$ cat src/rtl/hazard_scoreboard_pkg.sv
// Shared core definitions for the hazard scoreboard: register-file geometry,
// counter width and the drain FSM encoding.
package hazard_scoreboard_pkg;

  localparam int unsigned DefNreg = 16;
  localparam int unsigned DefCntW = 2;
  localparam int unsigned RegW    = 4;

  typedef enum logic [1:0] {
    StRun   = 2'd0,
    StDrain = 2'd1,
    StDone  = 2'd2
  } sb_state_e;

endpackage

$ cat src/rtl/hazard_scoreboard_sb_counter.sv
// Per-register in-flight write counter: up on issue, down on writeback,
// saturating at both ends with a one-cycle error flag when a limit is hit.
module sb_counter #(
  parameter int unsigned CNT_W = 2
) (
  input  logic clk,
  input  logic rst,
  input  logic inc,
  input  logic dec,
  output logic busy,
  output logic busy_next,
  output logic err
);

  localparam logic [CNT_W-1:0] CntMax = '1;

  logic [CNT_W-1:0] cnt_q, cnt_d;

  // Coincident inc and dec cancel: the count and error flag are untouched.
  always_comb begin
    cnt_d = cnt_q;
    err   = 1'b0;
    if (inc && !dec) begin
      if (cnt_q == CntMax) err = 1'b1;
      else                 cnt_d = cnt_q + CNT_W'(1);
    end else if (dec && !inc) begin
      if (cnt_q == '0) err = 1'b1;
      else             cnt_d = cnt_q - CNT_W'(1);
    end
  end

  always_ff @(posedge clk or negedge rst) begin
    if (!rst) cnt_q <= '0;
    else      cnt_q <= cnt_d;
  end

  assign busy      = (cnt_q != '0);
  assign busy_next = (cnt_d != '0);

endmodule

$ cat src/rtl/hazard_scoreboard.sv
// Register hazard scoreboard: per-register in-flight write counters, load-use
// tag for the forwarding case, and a drain FSM that stalls decode until idle.
module hazard_scoreboard
  import hazard_scoreboard_pkg::*;
#(
  parameter int unsigned NREG  = DefNreg,
  parameter int unsigned CNT_W = DefCntW
) (
  input  logic            clk,
  input  logic            rst,
  input  logic [RegW-1:0] src1,
  input  logic [RegW-1:0] src2,
  input  logic            has_rn,
  input  logic            two_src,
  input  logic            issue_valid,
  input  logic            issue_wb_en,
  input  logic            issue_mem_r_en,
  input  logic [RegW-1:0] issue_dest,
  input  logic            wb_en,
  input  logic [RegW-1:0] wb_dest,
  input  logic            fwd_en,
  input  logic            drain_req,
  output logic            hazard,
  output logic [NREG-1:0] busy_mask,
  output logic            drain_done,
  output logic            sb_err
);

  logic [NREG-1:0] inc, dec, busy_next, cnt_err;
  logic            accept, raw_hazard, all_idle_next;
  logic            tag_valid_q, tag_valid_d;
  logic [RegW-1:0] tag_dest_q, tag_dest_d;
  logic            sb_err_q;
  sb_state_e       state_q, state_d;

  for (genvar i = 0; i < NREG; i++) begin : g_cnt
    assign inc[i] = accept && (issue_dest == RegW'(i));
    assign dec[i] = wb_en && (wb_dest == RegW'(i));

    sb_counter #(
      .CNT_W(CNT_W)
    ) u_cnt (
      .clk      (clk),
      .rst      (rst),
      .inc      (inc[i]),
      .dec      (dec[i]),
      .busy     (busy_mask[i]),
      .busy_next(busy_next[i]),
      .err      (cnt_err[i])
    );
  end

  // With forwarding only a load result arriving too late can stall.
  always_comb begin
    raw_hazard = 1'b0;
    if (fwd_en) begin
      raw_hazard = tag_valid_q && ((has_rn && (src1 == tag_dest_q)) ||
                                   (two_src && (src2 == tag_dest_q)));
    end else begin
      raw_hazard = (has_rn && busy_mask[src1]) || (two_src && busy_mask[src2]);
    end
  end

  assign hazard = raw_hazard || (state_q == StDrain);
  assign accept = issue_valid && issue_wb_en && !hazard;

  always_comb begin
    tag_valid_d = accept && issue_mem_r_en;
    tag_dest_d  = tag_valid_d ? issue_dest : tag_dest_q;
  end

  // Idle is judged on post-edge state so DONE follows the last writeback directly.
  assign all_idle_next = (busy_next == '0) && !tag_valid_d;

  always_comb begin
    state_d = state_q;
    unique case (state_q)
      StRun:   if (drain_req) state_d = StDrain;
      StDrain: if (all_idle_next) state_d = StDone;
      StDone:  state_d = StRun;
      default: state_d = StRun;
    endcase
  end

  always_ff @(posedge clk or negedge rst) begin
    if (!rst) begin
      state_q     <= StRun;
      tag_valid_q <= 1'b0;
      tag_dest_q  <= '0;
      sb_err_q    <= 1'b0;
    end else begin
      state_q     <= state_d;
      tag_valid_q <= tag_valid_d;
      tag_dest_q  <= tag_dest_d;
      sb_err_q    <= sb_err_q || (|cnt_err);
    end
  end

  assign drain_done = (state_q == StDone);
  assign sb_err     = sb_err_q;

endmodule

$ cat config.mk
export PLATFORM = sky130hd
export DESIGN_NAME = hazard_scoreboard
export DESIGN_NICKNAME = d
export VERILOG_FILES = /design/src/rtl/hazard_scoreboard_pkg.sv /design/src/rtl/hazard_scoreboard_sb_counter.sv /design/src/rtl/hazard_scoreboard.sv
export SDC_FILE = /design/constraint.sdc
export NUM_CORES = 1
export LEC_CHECK = 0
export CAP_MARGIN = 30
export CORE_UTILIZATION = 53
export CTS_CLUSTER_DIAMETER = 100
export DETAILED_ROUTE_END_ITERATION = 10
export PLACE_DENSITY = 0.77
export SYNTH_ARGS = -nofsm -noshare
export SYNTH_HDL_FRONTEND = slang
export SYNTH_SLANG_ARGS = --single-unit
export TNS_END_PERCENT = 30
$ cat constraint.sdc
create_clock -name clk -period 4.4 [get_ports clk]
set_input_delay 0.88 -clock clk [delete_from_list [all_inputs] [get_ports clk]]
set_output_delay 0.88 -clock clk [all_outputs]
set_load 0.005 [all_outputs]
==> impl_metrics.py <==
metrics = {
    "detailed_routing": {
        "vias_per_cell": 6.33,
        "wirelength_microns": 12600,
        "firstDrtPassIters": 5,
        "drc": 0,
        "wl_per_cell_microns": 19.8,
        "routed-via-count": 4008,
        "postRouteAntennaNets": 0,
        "drt_iter0_drc": 397,
    },
    "timing": {
        "max_freq_mhz": 233,
        "rsz0062_at_grt": "false",
        "finalSetupViolCount": 0,
        "layout_setup_ws_ns": 0.101,
        "maxSlewHeadroom": 0.416,
        "holdWs_ns": 0.376,
        "fin_crit_sh": 0.977,
        "skew_ns": 0.0137,
        "worst_slew_pin_slew_ns": 0.869,
        "hold_viol": 0,
        "min_period_ns": 4.30,
        "setup_tns_ns": 0,
        "final_max_slew_viol_count": 0,
    },
    "power_and_ir_drop": {
        "p_switching_mw": 0.529,
        "clock_power_share": 0.214,
        "ir_drop_uv": 265,
        "p_seq_frac": 0.324,
        "switching_share": 0.361,
        "power_density_nw_per_um2": 312,
        "p_leak_nw": 2.21,
        "p_comb_frac": 0.461,
        "power.total_mw": 1.46,
        "internal-power_mw": 0.936,
    },
    "synth": {
        "netlist_instances": 442,
        "synth-edff-count": 0,
        "yosys-top-cells-area": "dfrtp_1 29%, nand2_1 4.8%, nor2_1 4.4%",
        "synth.most_common_cell": "nand2_1",
        "synth_cell_types": 67,
        "synth_nets": 468,
        "synth_largest_area_cell": "dfrtp_1",
        "synth_warnings": 0,
        "ys.flop_type": "dfrtp_1",
        "ys_ff_latch": 40,
        "yosysSeqAreaShare": 0.287,
        "syn-cell-area_sq_um": 3490,
        "ys_async_sr_fraction": 1.00,
        "ys_top_cells_by_count": "45 x nand2_1, 41 x nor2_1, 40 x dfrtp_1, 24 x inv_1, 20 x nand3_1",
        "synth_area_per_cell_sq_um": 7.90,
        "yosysTopAreaCellShare": 0.287,
    },
    "final_layout": {
        "antenna_cells": 0,
        "synthToLayoutAreaGrowth_pct": 34.5,
        "drive_gt1_frac": 0.236,
        "stdcell_area_sq_um": 4690,
        "fin_util": 0.739,
        "final_cells": 633,
        "fin_nets": 581,
    },
    "die": {
        "core_region_area_sq_um": 6350,
        "start_util": 0.550,
        "num_rows": 29,
        "die_w_microns": 83.1,
        "fp.dieH_microns": 83.1,
        "num_io_pins": 45,
        "die_area_sq_um": 6910,
    },
    "worst_setup_path": {
        "path_cells": "dlygate4sd2_1, mux4_2, o311a_1, nand4_1, and3_4, buf_12, a311o_1, nand2_1, a221o_1, or4_1, or4b_4, o41a_1",
        "worst-setup-path-type": "primary input to flip-flop",
        "slowest_delay_ns": 0.55,
        "end_kind": "flip-flop",
        "startpoint_type": "primary input",
        "rrSetupSlack_ns": 0.18,
        "cp_data_arrival_time_ns": 4.50,
        "critPathSlowestCell": "or4b_4",
        "cp_top_family": "simple AND/OR/NAND/NOR gates",
        "cp_data_required_time_ns": 4.60,
        "cp_max_fo": 5,
        "critPathBufInv": 2,
    },
    "clock_network": {
        "clock-sinks": 40,
        "htree_num_levels": 2,
        "clk_latency_ns": 0.31,
        "ctsHoldBuffers": 0,
        "clock_tree.root_cell": "clkbuf_8",
        "postCtsSetupBuffers": 0,
        "cts_tree": "built",
        "clkTransAtPathRegs_ns": 0.09,
        "cts_made_buffers": 5,
        "ctsLongestPathBuffers": 2,
    },
    "global_route": {
        "antenna_found_initial": 0,
        "grt_usage": 0.372,
        "grt.overflow.total": 0,
        "grt_max_degree": 41,
        "grt_pass1_vias": 3745,
        "grt_pass1_wl_microns": 19700,
    },
    "place": {
        "dp_hpwl_microns": 10100,
        "port_buffers": 44,
        "dp_slack_ns": -0.618,
        "dp.cells": 624,
        "gp_routability_congestion": 0.981,
        "place_area_sq_um": 4530,
    },
    "run": {
        "max_cap_viol_count": 0,
    },
    "worst_hold_path": {
        "hold_class": "primary input to async pin",
    },
    "outcome": {
        "outcome": "completed",
    },
}
[registers in the layout, summed over array words and instances, names as in the netlist]
signal,flops
sb_err,1
state_q,2
g_cnt.u_cnt.cnt_q,32
tag_valid_q,1
tag_dest_q,4
[path summary, 6_finish.rpt]
| kind | startpoint | to | depth (start not counted) |
|---|---|---|---|
| worst max-delay path | src1[0] | state_q[0]$_DFFE_PN0P_ | 12 |
| worst min-delay path | rst | tag_dest_q[0]$_DFFE_PN0P_ | 1 |
| worst max register to register | g_cnt[7].u_cnt.cnt_q[1]$_DFF_PN0_ | state_q[0]$_DFFE_PN0P_ | 13 |
| worst min register to register | state_q[1]$_DFFE_PN0P_ | state_q[0]$_DFFE_PN0P_ | 2 |
| max in group asynchronous | rst | g_cnt[6].u_cnt.cnt_q[1]$_DFF_PN0_ | 2 |
| min in group clk | state_q[1]$_DFFE_PN0P_ | state_q[0]$_DFFE_PN0P_ | 2 |
[logic make-up (layout without fill, tap and decap cells)]
| logic type | Yosys count | count (layout) | share of synthesized area |
|---|---|---|---|
| multiplexers | 19 | 19 | 0.0692 |
| flip-flops | 40 | 40 | 0.287 |
| XOR/XNOR | 12 | 12 | 0.0301 |
| AND/OR/NAND/NOR | 214 | 214 | 0.319 |
| AO/OA/AOI/OAI | 102 | 102 | 0.213 |
| buffers and inverters | 55 | 169 | 0.0810 |
[power groups by stage]
stage	registers (mW)	clock network [mW]	logic, mW
5_1_grt	0.481	0.328	0.718
3_5_place_dp	0.479	0	0.638
4_1_cts	0.471	0.315	0.645
3_3_place_gp	0.474	0	0.630
2_1_floorplan	0.474	0	0.348
6_report	0.475	0.314	0.676
[layout make-up]
cell class | count | area [sq um]
Clock inverter | 3 | 42.5
Inverter | 25 | 96.3
Timing Repair Buffer | 136 | 1150
Multi-Input combinational cell | 347 | 2240
Clock buffer | 5 | 68.8
Tap cell | 77 | 96.3
Sequential cell | 40 | 1000
Fill cell | 507 | 1660
[timing repair]
item | 4_1_cts | 5_1_grt
pin swaps | 4 | 1
gates resized for setup | 9 | 8
setup endpoints to repair | 2 | 2
[per-layer routing]
metal	global-route usage	wire, microns	vias to the layer above
met3	0.0606	1260	36
met1	0.505	5130	1877
met4	0.171	489	0
li1	-	-	1855
met5	0	0	-
met2	0.583	5670	240
[cells in the final DEF (no fill, tap or decap), types with 12 or more instances in the layout]
cell             instances
a21oi_1                 17
and3_1                  12
buf_4                   89
clkdlybuf4s50_1         37
dfrtp_1                 40
inv_1                   24
nand2_1                 45
nand3_1                 20
nand4_1                 16
nor2_1                  41
nor3_1                  18
o21ai_0                 18
Power figures use the tool's default switching activity.
